==> src/rtl/sm4_pkg.sv <==
// rtl/sm4_pkg.sv - SM4 key schedule constants: FSM states, FK, CK generator and S-box
package sm4_pkg;

    typedef enum logic [1:0] {
        IDLE   = 2'b00,
        EXPAND = 2'b01,
        DONE   = 2'b10
    } sm4_state_t;

    localparam logic [127:0] SM4_FK = 128'hA3B1BAC6_56AA3350_677D9197_B27022DC;

    // Element 0 is the leftmost byte, so SM4_SBOX[x] is a direct lookup.
    localparam logic [0:255][7:0] SM4_SBOX = {
        128'hd690e9fecce13db716b614c228fb2c05,
        128'h2b679a762abe04c3aa44132649860699,
        128'h9c4250f491ef987a33540b43edcfac62,
        128'he4b31ca9c908e89580df94fa758f3fa6,
        128'h4707a7fcf37317ba83593c19e6854fa8,
        128'h686b81b27164da8bf8eb0f4b70569d35,
        128'h1e240e5e6358d1a225227c3b01217887,
        128'hd40046579fd327524c3602e7a0c4c89e,
        128'heabf8ad240c738b5a3f7f2cef96115a1,
        128'he0ae5da49b341a55ad933230f58cb1e3,
        128'h1df6e22e8266ca60c02923ab0d534e6f,
        128'hd5db3745defd8e2f03ff6a726d6c5b51,
        128'h8d1baf92bbddbc7f11d95c411f105ad8,
        128'h0ac13188a5cd7bbd2d74d012b8e5b4b0,
        128'h8969974a0c96777e65b9f109c56ec684,
        128'h18f07dec3adc4d2079ee5f3ed7cb3948
    };

    function automatic logic [7:0] sm4_sbox(input logic [7:0] x);
        return SM4_SBOX[x];
    endfunction

    // CK[i] byte j = (4i+j)*7 mod 256; 8-bit arithmetic gives the modulo for free.
    function automatic logic [31:0] sm4_ck(input logic [4:0] i);
        logic [7:0] base;
        base = {1'b0, i, 2'b00};
        return {(base + 8'd0) * 8'd7, (base + 8'd1) * 8'd7,
                (base + 8'd2) * 8'd7, (base + 8'd3) * 8'd7};
    endfunction

endpackage

==> src/rtl/sm4_key_tprime.sv <==
// rtl/sm4_key_tprime.sv - combinational key-schedule T' transform (byte S-box then L')
module sm4_key_tprime
    import sm4_pkg::*;
(
    input  logic [31:0] x,
    output logic [31:0] y
);

    logic [31:0] b;

    assign b = {sm4_sbox(x[31:24]), sm4_sbox(x[23:16]), sm4_sbox(x[15:8]), sm4_sbox(x[7:0])};
    assign y = b ^ {b[18:0], b[31:19]} ^ {b[8:0], b[31:9]};

endmodule

==> src/rtl/sm4_key_expansion.sv <==
// rtl/sm4_key_expansion.sv - iterative SM4 round-key generator; SM4_KEY_DEC_REVERSE_EN enables reversed slot order
module sm4_key_expansion
    import sm4_pkg::*;
(
    input  logic         clk,
    input  logic         reset,
    input  logic         sm4_enable_in,
    input  logic         key_exp_enable_in,
    input  logic         decrypt_in,
    input  logic [127:0] key_in,
    output logic         key_exp_ready_out,
    output logic [31:0]  rk_00_out,
    output logic [31:0]  rk_01_out,
    output logic [31:0]  rk_02_out,
    output logic [31:0]  rk_03_out,
    output logic [31:0]  rk_04_out,
    output logic [31:0]  rk_05_out,
    output logic [31:0]  rk_06_out,
    output logic [31:0]  rk_07_out,
    output logic [31:0]  rk_08_out,
    output logic [31:0]  rk_09_out,
    output logic [31:0]  rk_10_out,
    output logic [31:0]  rk_11_out,
    output logic [31:0]  rk_12_out,
    output logic [31:0]  rk_13_out,
    output logic [31:0]  rk_14_out,
    output logic [31:0]  rk_15_out,
    output logic [31:0]  rk_16_out,
    output logic [31:0]  rk_17_out,
    output logic [31:0]  rk_18_out,
    output logic [31:0]  rk_19_out,
    output logic [31:0]  rk_20_out,
    output logic [31:0]  rk_21_out,
    output logic [31:0]  rk_22_out,
    output logic [31:0]  rk_23_out,
    output logic [31:0]  rk_24_out,
    output logic [31:0]  rk_25_out,
    output logic [31:0]  rk_26_out,
    output logic [31:0]  rk_27_out,
    output logic [31:0]  rk_28_out,
    output logic [31:0]  rk_29_out,
    output logic [31:0]  rk_30_out,
    output logic [31:0]  rk_31_out
);

    sm4_state_t  state_q, state_d;
    logic [4:0]  cnt_q;
    logic [31:0] k_q [4];
    logic [31:0] rk_q [32];
    logic        dec_q;
    logic        ready_q;
    logic        start;
    logic [31:0] t_in, t_out, rk_new;
    logic [4:0]  slot;

    assign start  = (state_q == IDLE) && key_exp_enable_in;
    assign t_in   = k_q[1] ^ k_q[2] ^ k_q[3] ^ sm4_ck(cnt_q);
    assign rk_new = k_q[0] ^ t_out;
    assign slot   = dec_q ? (5'd31 - cnt_q) : cnt_q;

    sm4_key_tprime u_tprime (
        .x (t_in),
        .y (t_out)
    );

`ifdef SM4_KEY_DEC_REVERSE_EN
    always_ff @(posedge clk) begin
        if (reset) begin
            dec_q <= 1'b0;
        end else if (sm4_enable_in && start) begin
            dec_q <= decrypt_in;
        end
    end
`else
    logic unused_decrypt;
    assign unused_decrypt = decrypt_in;
    assign dec_q          = 1'b0;
`endif

    always_comb begin
        state_d = state_q;
        if (sm4_enable_in) begin
            case (state_q)
                IDLE:    if (key_exp_enable_in) state_d = EXPAND;
                EXPAND:  if (cnt_q == 5'd31) state_d = DONE;
                DONE:    if (!key_exp_enable_in) state_d = IDLE;
                default: state_d = IDLE;
            endcase
        end
    end

    always_ff @(posedge clk) begin
        if (reset) begin
            state_q <= IDLE;
            cnt_q   <= '0;
            ready_q <= 1'b0;
            for (int i = 0; i < 4; i++) k_q[i] <= '0;
            for (int i = 0; i < 32; i++) rk_q[i] <= '0;
        end else if (sm4_enable_in) begin
            state_q <= state_d;
            // Ready is a registered decode of the next state, so it tracks DONE exactly.
            ready_q <= (state_d == DONE);
            if (start) begin
                k_q[0] <= key_in[127:96] ^ SM4_FK[127:96];
                k_q[1] <= key_in[95:64]  ^ SM4_FK[95:64];
                k_q[2] <= key_in[63:32]  ^ SM4_FK[63:32];
                k_q[3] <= key_in[31:0]   ^ SM4_FK[31:0];
                cnt_q  <= '0;
            end else if (state_q == EXPAND) begin
                k_q[0]     <= k_q[1];
                k_q[1]     <= k_q[2];
                k_q[2]     <= k_q[3];
                k_q[3]     <= rk_new;
                rk_q[slot] <= rk_new;
                cnt_q      <= cnt_q + 5'd1;
            end
        end
    end

    assign key_exp_ready_out = ready_q;
    assign rk_00_out = rk_q[0];
    assign rk_01_out = rk_q[1];
    assign rk_02_out = rk_q[2];
    assign rk_03_out = rk_q[3];
    assign rk_04_out = rk_q[4];
    assign rk_05_out = rk_q[5];
    assign rk_06_out = rk_q[6];
    assign rk_07_out = rk_q[7];
    assign rk_08_out = rk_q[8];
    assign rk_09_out = rk_q[9];
    assign rk_10_out = rk_q[10];
    assign rk_11_out = rk_q[11];
    assign rk_12_out = rk_q[12];
    assign rk_13_out = rk_q[13];
    assign rk_14_out = rk_q[14];
    assign rk_15_out = rk_q[15];
    assign rk_16_out = rk_q[16];
    assign rk_17_out = rk_q[17];
    assign rk_18_out = rk_q[18];
    assign rk_19_out = rk_q[19];
    assign rk_20_out = rk_q[20];
    assign rk_21_out = rk_q[21];
    assign rk_22_out = rk_q[22];
    assign rk_23_out = rk_q[23];
    assign rk_24_out = rk_q[24];
    assign rk_25_out = rk_q[25];
    assign rk_26_out = rk_q[26];
    assign rk_27_out = rk_q[27];
    assign rk_28_out = rk_q[28];
    assign rk_29_out = rk_q[29];
    assign rk_30_out = rk_q[30];
    assign rk_31_out = rk_q[31];

endmodule
==> config.mk <==
export PLATFORM = sky130hd
export DESIGN_NAME = sm4_key_expansion
export DESIGN_NICKNAME = d
export VERILOG_FILES = /design/src/rtl/sm4_pkg.sv /design/src/rtl/sm4_key_tprime.sv /design/src/rtl/sm4_key_expansion.sv
export SDC_FILE = /design/constraint.sdc
export NUM_CORES = 2
export LEC_CHECK = 0
export ABC_AREA = 0
export BUFFER_PORTS_ARGS = -buffer_cell sky130_fd_sc_hd__buf_2
export CORE_AREA = 5 5 448 450
export CTS_CLUSTER_DIAMETER = 150
export DETAILED_ROUTE_END_ITERATION = 6
export DIE_AREA = 0 0 453 455
export PLACE_DENSITY = 0.5
export REMOVE_ABC_BUFFERS = 1
export SYNTH_ARGS = -nofsm -noshare
export SYNTH_HDL_FRONTEND = slang
export SYNTH_SLANG_ARGS = --single-unit
==> constraint.sdc <==
create_clock -name clk -period 14 [get_ports clk]
set_clock_uncertainty 0.15 [all_clocks]
set_input_delay 2.8 -clock clk [delete_from_list [all_inputs] [get_ports clk]]
set_output_delay 2.8 -clock clk [all_outputs]
set_load 0.03 [all_outputs]
==> flow_summary.yaml <==
sta:
  maxSlewViolCount: 0
  fmax_ghz: 0.129
  relSlewSlack_pct: 12.8
  period_needed_ns: 7.74
  worst_pin_slew_ns: 1.29
  fin_crit_sh_pct: 55.3
  setup_viol: 0
  rsz0062_at_grt: "false"
  final_hold_viol_count: 0
  tns_ns: 0
clock_network:
  hold_buffers: 0
  h-tree-depth: 4
  clockBufferDepth: 3
  cts_resized: 0
  cts_setup_buffers: 0
  cts_sinks: 1160
  worst_skew_pair.late_latency_ns: 0.78
  clk_pin_slew_ns: 0.06
  cts_tree: "built"
  cts_made_buffers: 134
  clockRootBuffer: "clkbuf_16"
global_routing:
  grt_pass1_vias: 47500
  globalRouteTotalUtil_pct: 27.6
  antenna_found_initial: 22
  grt_max_degree: 76
  grt_remaining_overflow: 0
  grt_pass1_wl_mm: 402
placement:
  gp_congestion: 0.957
  dp_hpwl_mm: 201
  port-buffer-count: 1156
route:
  wire_per_inst_um: 33.7
  drtPass1Iterations: 6
  vias: 50400
  vias_per_cell: 5.66
  dr.first_iter.drc_count: 7186
  drc: 0
  detail-route-antenna-nets: 0
  wl_mm: 300
logic_synthesis:
  ys_ff_latch: 1160
  synth_edf_count: 1152
  ys.flop_type: "edfxtp_1"
  async_reset_ff_share_pct: 0
  syn_area_um2: 56900
  ys_seq_area_share_pct: 61.1
  synth_cell_types: 100
  syn-instance-count: 5164
  ys_warn_count: 0
  avgSynthCellArea_um2: 11.0
critical_path:
  r2r_start: "cnt_q[0]"
  cp-endpoint: "rk_q[18][18]"
  worst_path_most_repeated_cell: "buf_4"
  slowest_stage: "xnor2_4"
  cp-start-kind: "flip-flop"
  critPathMaxFanout: 50
  crit_type: "reg2reg"
  r2r_setup_slack_ns: 6.26
  ff2ff_path_depth: 15
  crit_path_end_kind: "flip-flop"
  crit_path_cell_trace: "buf_4 > fa_1 > ha_1 > xor2_1 > xor2_4 > buf_4 > nor2_1 > a22o_1 > o31ai_1 > o2111ai_1 > a311oi_2 > xnor2_1 > xnor2_4 > buf_4 > nor2_1"
  r2r_end: "rk_q[18][18]"
  crit_arrival_ns: 8.09
  cpPeakStageDelay_ns: 0.97
  startpoint: "cnt_q[0]"
  cp.required_ns: 14.35
floorplan:
  start_util_pct: 29.0
  ioPinCount: 1158
  die_area_um2: 206000
  rows: 163
  die_y_um: 455
  core_um2: 196000
  die_width_um: 453
min_path:
  hp-class: "reg2reg"
layout:
  syn_to_final_growth_pct: 23.3
  drive_above_1_share_pct: 26.6
  fin_nets: 6340
run_status:
  status: "complete, no violations"
run:
  maxCapViolCount: 0
==> per-stage QoR <==
step | instance area, µm² | instances | utilization, % | setup slack, ns | hold WS, ns
floorplan | 54700 | 4656 | - | 4.98 | 0.374
global placement | 66000 | 8658 | 33.7 | 6.28 | 0.351
detailed placement | 66000 | 8658 | 33.7 | 6.29 | 0.347
CTS | 70100 | 8887 | 35.7 | 6.27 | 0.356
global route | 70100 | 8893 | 35.8 | 6.05 | 0.417
finish | 70200 | 8899 | 35.8 | 6.26 | 0.351
==> Yosys cell counts (52+ instances only) <==
library cell	instances	area, µm²
xnor2_1	98	858
o211ai_1	54	405
o21ai_0	274	1370
clkbuf_1	291	1090
buf_2	175	876
a31oi_1	64	400
edfxtp_1	1152	34600
a22o_1	52	455
nand2_1	365	1370
a21oi_1	218	1090
nand3_1	115	576
nor3_1	76	380
nor2_1	1273	4780
==> critical path, delay by kind of cell (launching register included) <==
kind / cells / cell delay (ns)
adders and majority gates: 2 / 0.96
xor gates and xnor gates: 4 / 2.00
and+or+nand+nor: 2 / 0.38
DFF: 1 / 0.48
buffers and inverters: 3 / 1.40
AOI/OAI and AO/OA: 4 / 2.02
==> final cells by class <==
type	instances	area, µm²
Antenna cell	12	30.0
Clock buffer	171	3560
Clock inverter	58	544
Fill cell	20000	126000
Inverter	27	101
Multi-Input combinational cell	3469	20500
Sequential cell	1160	34800
Tap cell	2640	3300
Timing Repair Buffer	1362	7330
==> layer usage <==
| metal | track usage (%) | wire length, µm | vias up |
|---|---|---|---|
| met5 | 0 | 20 | - |
| met2 | 46.8 | 147000 | 3236 |
| met4 | 11.6 | 14500 | 2 |
| li1 | - | - | 21000 |
| met3 | 6.56 | 27800 | 605 |
| met1 | 33.9 | 111000 | 25600 |
==> kinds of logic (layout without fill, tap and decap cells) <==
| family | after synthesis | after routing | share of synthesized area [%] |
|---|---|---|---|
| other | 0 | 12 | 0 |
| muxes | 34 | 34 | 0.653 |
| AOI/OAI and AO/OA | 1196 | 1196 | 14.5 |
| DFF | 1160 | 1160 | 61.1 |
| and+or+nand+nor | 1988 | 1988 | 14.3 |
| xor gates and xnor gates | 197 | 197 | 4.19 |
| buffers and inverters | 535 | 1618 | 4.01 |
| adders and majority gates | 54 | 54 | 1.25 |
==> worst min path at each step <==
stage	start	end	cells after the start
after floorplan	k_q[2][17]	k_q[1][17]	2
after global placement	key_exp_ready_out	key_exp_ready_out	2
after detailed placement	key_exp_ready_out	key_exp_ready_out	2
after CTS	key_exp_ready_out	key_exp_ready_out	2
after global routing	key_exp_ready_out	key_exp_ready_out	2
final	key_exp_ready_out	key_exp_ready_out	2
==> cell usage in the layout, fill, tap and decap left out, drive strengths merged, types with 36 or more instances in the layout <==
| master | count |
|---|---|
| o2111ai | 37 |
| nand2b | 48 |
| a31oi | 65 |
| o211ai | 54 |
| ha | 48 |
| o22ai | 49 |
| clkbuf | 171 |
| nand3 | 115 |
| clkinv | 50 |
| a211oi | 50 |
| xor2 | 48 |
| nor2 | 1273 |
| edfxtp | 1152 |
| a22o | 52 |
| o221ai | 36 |
| xnor2 | 113 |
| nor3 | 77 |
| a221oi | 44 |
| a21oi | 218 |
| nand2 | 365 |
| a311oi | 39 |
| o21ai | 281 |
| buf | 1362 |
==> registers in the layout, indices dropped and copies added (netlist names) <==
register / cells
k_q: 128
state_q: 2
key_exp_ready_out: 1
cnt_q: 5
rk_q: 1024
Power is left out: the tool's default activity adds up to more than one toggle a clock period on the data nets, which glitch-free logic cannot reach.
